**src/rtl/fetch_queue.sv**
```systemverilog
// Instruction prefetch FIFO feeding the IF/ID latch: circular buffer of {instr, pc, pc4, pred}
// with STALL hold, FLUSH clear and combinational head presentation (no bypass).
module fetch_queue #(
  parameter  int unsigned DEPTH = 4,
  localparam int unsigned PTR_W = $clog2(DEPTH),
  localparam int unsigned CNT_W = PTR_W + 1
) (
  input  logic              CLK,
  input  logic              RESET,
  input  logic              FLUSH,
  input  logic              STALL,
  input  logic              Instr_Valid_IN,
  input  logic [31:0]       Instr_IN,
  input  logic [31:0]       Instr_PC_IN,
  input  logic [31:0]       Instr_PC_Plus4_IN,
  input  logic              Branch_prediction_IN,
  output logic              Queue_Full_OUT,
  output logic              Instr_Valid_OUT,
  output logic [31:0]       Instr1_OUT,
  output logic [31:0]       Instr_PC_OUT,
  output logic [31:0]       Instr_PC_Plus4_OUT,
  output logic              Branch_prediction_OUT,
  output logic [CNT_W-1:0]  Occupancy_OUT
);

  typedef struct packed {
    logic [31:0] instr;
    logic [31:0] pc;
    logic [31:0] pc4;
    logic        pred;
  } entry_t;

  localparam logic [CNT_W-1:0] FULL_CNT = CNT_W'(DEPTH);

  entry_t            mem_q [DEPTH];
  entry_t            head;
  logic [PTR_W-1:0]  rd_ptr_q, rd_ptr_d;
  logic [PTR_W-1:0]  wr_ptr_q, wr_ptr_d;
  logic [CNT_W-1:0]  count_q, count_d;
  logic              pop, push, wr_en;

  always_comb begin
    pop      = !STALL && (count_q != '0);
    push     = Instr_Valid_IN && ((count_q != FULL_CNT) || pop);
    wr_en    = push && !FLUSH;
    rd_ptr_d = rd_ptr_q;
    wr_ptr_d = wr_ptr_q;
    count_d  = count_q;
    if (FLUSH) begin
      rd_ptr_d = '0;
      wr_ptr_d = '0;
      count_d  = '0;
    end else begin
      if (push) wr_ptr_d = wr_ptr_q + PTR_W'(1);
      if (pop)  rd_ptr_d = rd_ptr_q + PTR_W'(1);
      // Simultaneous push and pop leaves the count untouched.
      if (push && !pop)      count_d = count_q + CNT_W'(1);
      else if (pop && !push) count_d = count_q - CNT_W'(1);
    end
  end

  always_ff @(posedge CLK or negedge RESET) begin
    if (!RESET) begin
      rd_ptr_q <= '0;
      wr_ptr_q <= '0;
      count_q  <= '0;
    end else begin
      rd_ptr_q <= rd_ptr_d;
      wr_ptr_q <= wr_ptr_d;
      count_q  <= count_d;
    end
  end

  always_ff @(posedge CLK) begin
    if (wr_en) begin
      mem_q[wr_ptr_q] <= '{instr: Instr_IN, pc: Instr_PC_IN,
                           pc4: Instr_PC_Plus4_IN, pred: Branch_prediction_IN};
    end
  end

  always_comb begin
    head = '0;
    if (count_q != '0) head = mem_q[rd_ptr_q];
    Instr_Valid_OUT       = (count_q != '0);
    Queue_Full_OUT        = (count_q == FULL_CNT);
    Occupancy_OUT         = count_q;
    Instr1_OUT            = head.instr;
    Instr_PC_OUT          = head.pc;
    Instr_PC_Plus4_OUT    = head.pc4;
    Branch_prediction_OUT = head.pred;
  end

endmodule

```
**config.mk**
```make
export PLATFORM = sky130hd
export DESIGN_NAME = fetch_queue
export DESIGN_NICKNAME = d
export VERILOG_FILES = /design/src/rtl/fetch_queue.sv
export SDC_FILE = /design/constraint.sdc
export NUM_CORES = 1
export LEC_CHECK = 0
export CAP_MARGIN = 5
export CORE_MARGIN = 2
export CORE_UTILIZATION = 25
export CTS_CLUSTER_DIAMETER = 50
export CTS_CLUSTER_SIZE = 28
export DETAILED_ROUTE_END_ITERATION = 8
export GPL_TIMING_DRIVEN = 1
export PLACE_DENSITY = 0.49
export SKIP_LAST_GASP = 1
export SYNTH_ARGS = -nofsm -noshare
export SYNTH_HDL_FRONTEND = slang
export SYNTH_SLANG_ARGS = --single-unit
```
**constraint.sdc**
```tcl
create_clock -name CLK -period 14.8 [get_ports CLK]
set_clock_uncertainty 0.2 [all_clocks]
set_input_delay 1.48 -clock CLK [delete_from_list [all_inputs] [get_ports CLK]]
set_output_delay 1.48 -clock CLK [all_outputs]
set_load 0.05 [all_outputs]
```
==> results.txt, run 1 <==
Slew headroom -> 0.390
R2r endpoint -> mem_q[3][46]$_DFFE_PP_
Slowest cell delay on critical path -> 950 ps
Skew-Pair Late Insertion Delay -> 570 ps
Worst path slowest cell -> dfrtp_4
Clk root buf -> clkbuf_16
Initial antenna violation count -> 2
Postcts setup bufs -> 0
Power per standard cell area -> 188 nW/um^2
1st-pass router iterations -> 4
Measured slew at the worst slew-check pin -> 915 ps
Worst Path Arrival -> 3850 ps
Critical Path, Cell by Cell -> buf_4 > mux4_2 > and2_1 > clkdlybuf4s50_1
Max IR drop VDD -> 0.0891 mV
FILL cells -> 5747
Max H-tree Level -> 2
Minimum clock period -> 5530 ps
Routed Wire Length -> 33500 um
Critical path required time -> 13120 ps
Most frequent cells in the layout -> edfxtp_1 (388), clkdlybuf4s50_1 (203), and2_1 (98), mux4_2 (97), clkbuf_16 (46)
Final worst slack -> 9270 ps
Cts bufs inserted -> 46
Vias in the first global route -> 8098
Clock slew at reported path FFs -> 60 ps
Die width -> 251 um
Leakage -> 0.00611 uW
Most common cell after layout, fill and taps aside -> edfxtp_1
Setup crit end kind -> primary output
TritonCTS clock tree -> yes
First-pass GRT wire length -> 50900 um
Pre-CTS WS -> 9710 ps
Iter 0 DRT Violations -> 285
Final HPWL DP -> 18500 um
Post-synth cell types -> 33
Port Buf Inserts -> 203
Global route overflow -> 0
DR WL/cell -> 19.4 um
CP endpoint -> Instr_PC_OUT[30]
Starting Density -> 0.252
RSZ-0062 raised after global routing -> no
Most used DFF post-synth -> edfxtp_1
Hold Crit Start -> wr_ptr_q[1]$_DFFE_PN0P_
Top post-synthesis cells by area -> edfxtp_1 (77%), mux4_2 (14%), and2_1 (4.0%)
Dominant cell type by area after synthesis -> edfxtp_1
Cells after Synth -> 678
Critical Path Source Type -> register
Final max-slew violation count -> 0
Fin. Hold Viols -> 0
Largest net degree at the start of global routing -> 98
F_max -> 0.181 GHz
Die Y -> 251 um
Final setup vio count -> 0
Worst min-delay path class -> reg2reg
Synthesis-to-layout area growth -> 29.7%
R2R Setup Slk -> 11630 ps
Die area -> 62800 sq um
Total track usage -> 0.108
Max-cap violations -> 0
Vias -> 7348
Share of layout cells above drive strength 1 -> 0.216
Post-DP Area -> 18100 sq um
Final net count -> 1011
Gpl congestion -> 0.666
Maximum fanout along the worst path -> 38
Number of flops mapped to enable cells by yosys -> 388
Final ANT Viol Nets -> 0
Post-synthesis instance area -> 15200 sq um
Crit path from -> rd_ptr_q[0]$_DFFE_PN0P_
FF-to-FF path depth -> 4
Remaining design rule violation count -> 0
Post-CTS Resized -> 0
Diodes inserted -> 0
Synth async-reset ratio -> 0.0177
Synth top area share -> 0.766
Synthesized Nets -> 785
FF-to-FF Start -> Occupancy_OUT[0]$_DFFE_PN0P_
Core footprint -> 60200 sq um
Ys Warns -> 0
IO Count -> 204
Routed vias/inst -> 4.27
Sinks on Clock Net -> 395
Post-CTS Hold Buffers -> 0
TNS Setup -> 0 ps
Final Cell Area -> 19700 sq um
Status -> finished clean
Seq/Total Area, Yosys -> 0.778
Num rows -> 90
Synth Area per Inst -> 22.4 sq um
Clk buf depth -> 3
Post-synthesis sequential element count -> 395
WS Path Type -> reg2out
Fin crit share -> 0.374
## worst min path at each step
stage                              endpoint  depth (start not counted)  slack (ps)
finish              wr_ptr_q[1]$_DFFE_PN0P_                          2         410
global route        wr_ptr_q[1]$_DFFE_PN0P_                          2         440
CTS                 wr_ptr_q[1]$_DFFE_PN0P_                          2         410
detailed placement  wr_ptr_q[1]$_DFFE_PN0P_                          2         400
global placement    wr_ptr_q[1]$_DFFE_PN0P_                          2         390
floorplan           wr_ptr_q[1]$_DFFE_PN0P_                          2         350
## sequential cells by signal, summed over array words and instances, names as in the netlist
signal / flops
Occupancy_OUT: 3
wr_ptr_q: 2
rd_ptr_q: 2
mem_q: 388
## final cells by class
type / count / area (sq um) / share of cell area
flip-flops and latches: 395 / 11800 / 0.600
multi-input cells: 241 / 3180 / 0.161
clock inverters: 36 / 423 / 0.0214
well taps: 782 / 978 / 0.0496
clock buffers: 48 / 1160 / 0.0587
inverters: 6 / 22.5 / 0.00114
repair buffers: 214 / 2130 / 0.108
## cells in the mapped netlist, types with 2 or more instances
library cell and n:
edfxtp_1 388, and2_1 98, mux4_2 97, clkbuf_1 17, buf_4 11, buf_2 7
dfrtp_1 7, nor2_1 7, ha_1 4, inv_1 4, nor3b_1 4, mux2_2 3
nand2b_1 3, nor2b_1 3, o21ai_0 3, a21oi_1 2, inv_2 2, o31ai_1 2
or4_1 2
## logic make-up (layout without fill, tap and decap cells)
logic type	after synthesis	after routing	synth area share
AND/OR/NAND/NOR	121	121	0.0497
flip-flops	395	395	0.778
AO/OA/AOI/OAI	13	13	0.00625
adder cells (fa/ha/maj)	5	5	0.00461
multiplexers	101	101	0.147
buffers and inverters	42	304	0.0144
XOR/XNOR	1	1	0.000576
## per-layer routing
layer	global-route usage	vias up	part of all wire
li1	-	3240	-
met1	0.141	3879	0.44
met2	0.174	167	0.48
met3	0.0316	58	0.059
met4	0.0318	4	0.022
met5	0	-	0.00081
## stage by stage
step	hold WS, ps	utilization	total power, uW	cells
detailed placement	405	0.301	2610	1638
CTS	413	0.327	3780	1722
global placement	392	0.301	2610	1638
global route	438	0.327	3870	1722
floorplan	354	-	2190	678
finish	405	0.327	3700	1722
## report_power, final
group          switching, uW  internal [uW]
Clock                    506            637
Combinational            783            451
Sequential              43.9           1280
Total                   1330           2370
## worst max-delay path, delay by kind of cell, from the launching register on
family,cells,cell delay [ps]
mux,1,600
simple gates,1,170
buf+inv,2,1530
flops,1,950
Power figures use the tool's default switching activity.
==> inputs of run 2 (changes only) <==
- PLACE_DENSITY: 0.49 -> 0.5
- clock period: 14.8 -> 4.6 ns (I/O delays scaled with it)
==> results.txt, run 2 (synthesis results as in run 1) <==
Post-CTS Resized -> 0
Share of layout cells above drive strength 1 -> 0.221
Final setup vio count -> 0
Most crowded layer after global routing -> met2
Post-CTS Hold Buffers -> 1
Final HPWL DP -> 19200 um
Setup crit end kind -> primary output
Largest net degree at the start of global routing -> 73
Dpl cells -> 1643
Die Y -> 251 um
Port Buf Inserts -> 203
Gpl congestion -> 0.655
Power per standard cell area -> 606 nW/um^2
Num rows -> 90
Grt met1 use -> 0.135
Minimum clock period -> 4040 ps
Cts bufs inserted -> 49
Max IR drop VDD -> 0.351 mV
Critical Path Source Type -> register
Initial antenna violation count -> 3
Routed Wire Length -> 34200 um
Measured slew at the worst slew-check pin -> 1040 ps
Die width -> 251 um
Total track usage -> 0.110
Status -> finished clean
Final worst slack -> 562 ps
Global Route met3 Usage -> 0.0372
Remaining design rule violation count -> 0
Synthesis-to-layout area growth -> 31.2%
Sinks on Clock Net -> 395
Clk root buf -> clkbuf_16
Fin crit share -> 0.878
Fin. Hold Viols -> 0
Starting Density -> 0.252
Biggest register -> mem_q
Max H-tree Level -> 2
FILL cells -> 5696
Skew-Pair Late Insertion Delay -> 570 ps
Worst min-delay path class -> in2reg
Clock slew at reported path FFs -> 70 ps
Vias in the first global route -> 7972
TritonCTS clock tree -> yes
Core footprint -> 60200 sq um
Pre-CTS WS -> 1040 ps
Final net count -> 1020
Most frequent cells in the layout -> edfxtp_1 (388), clkdlybuf4s50_1 (203), and2_1 (98), mux4_2 (97), clkbuf_16 (51)
Die area -> 62800 sq um
1st-pass router iterations -> 4
RSZ-0062 raised after global routing -> no
Postcts setup bufs -> 0
Maximum fanout along the worst path -> 59
Max FFs per register -> 388
Max-cap violations -> 0
Final ANT Viol Nets -> 0
Non-filler instance count after layout -> 1736
DR WL/cell -> 19.7 um
F_max -> 0.248 GHz
Worst Path Arrival -> 3380 ps
Critical path required time -> 3940 ps
Final max-slew violation count -> 0
First-pass GRT wire length -> 51100 um
Vias -> 7324
Leakage -> 0.00620 uW
Iter 0 DRT Violations -> 386
GRT met2 Usage -> 0.180
Clk buf depth -> 3
Global route overflow -> 0
WS Path Type -> reg2out
IO Count -> 204
Slew headroom -> 0.304
Routed vias/inst -> 4.22
Most common cell after layout, fill and taps aside -> edfxtp_1
## run 2: cell count changes in the layout (fill, tap and decap cells not counted), sizes merged, moves of 2 or more
cell | previous run | this run
clkinvlp | 4 | 8
clkinv | 18 | 16
clkbuf | 48 | 53
buf | 11 | 16
## run 2: worst paths after layout
kind	startpoint	end	slack [ps]	depth (start not counted)
worst min-delay path	Instr_IN[11]	mem_q[2][76]$_DFFE_PP_	320	1
min in group asynchronous	RESET	rd_ptr_q[1]$_DFFE_PN0P_	580	2
worst max-delay path	rd_ptr_q[1]$_DFFE_PN0P_	Instr1_OUT[3]	560	4
worst min register to register	wr_ptr_q[1]$_DFFE_PN0P_	wr_ptr_q[1]$_DFFE_PN0P_	400	2
max in group asynchronous	RESET	rd_ptr_q[0]$_DFFE_PN0P_	3330	2
worst max register to register	Occupancy_OUT[1]$_DFFE_PN0P_	Occupancy_OUT[2]$_DFFE_PN0P_	1860	7
## run 2: metrics by stage
stage / hold slack (ps) / TNS, ps / utilization / power (uW) / cell area, sq um
after floorplan: -35.6 / -403710 / - / 7040 / 15200
final: 319 / 0 / 0.331 / 12100 / 20000
after global placement: 392 / 0 / 0.304 / 8480 / 18300
after global routing: 286 / 0 / 0.331 / 12600 / 20000
after detailed placement: 396 / 0 / 0.304 / 8490 / 18300
after CTS: 258 / 0 / 0.331 / 12400 / 20000
## run 2: layout make-up
| type | instances | area, sq um | area share |
|---|---|---|---|
| Inverter | 6 | 23.8 | 0.00119 |
| Clock inverter | 38 | 367 | 0.0184 |
| Multi-Input combinational cell | 241 | 3200 | 0.161 |
| Antenna cell | 1 | 2.50 | 0.000125 |
| Timing Repair Buffer | 220 | 2260 | 0.113 |
| Tap cell | 782 | 978 | 0.0490 |
| Clock buffer | 53 | 1280 | 0.0643 |
| Sequential cell | 395 | 11800 | 0.593 |
## run 2: power breakdown
group	total (uW)	leakage [uW]	switching (uW)	internal (uW)
Clock	3780	0.000781	1620	2160
Sequential	4270	0.00361	150	4120
Combinational	4040	0.00180	2530	1500
Total	12100	0.00620	4300	7780
## run 2: metal layers
layer  part of all wire  vias up
li1                   -     3257
met1               0.42     3817
met2               0.48      185
met3              0.073       59
met4              0.023        6
met5             0.0012        -
## run 2: worst max-delay path, cell delays in order (launching register included)
cell,delay [ps]
dfrtp_4,1090
buf_4,430
mux4_2,350
and2_1,170
clkdlybuf4s50_1,740
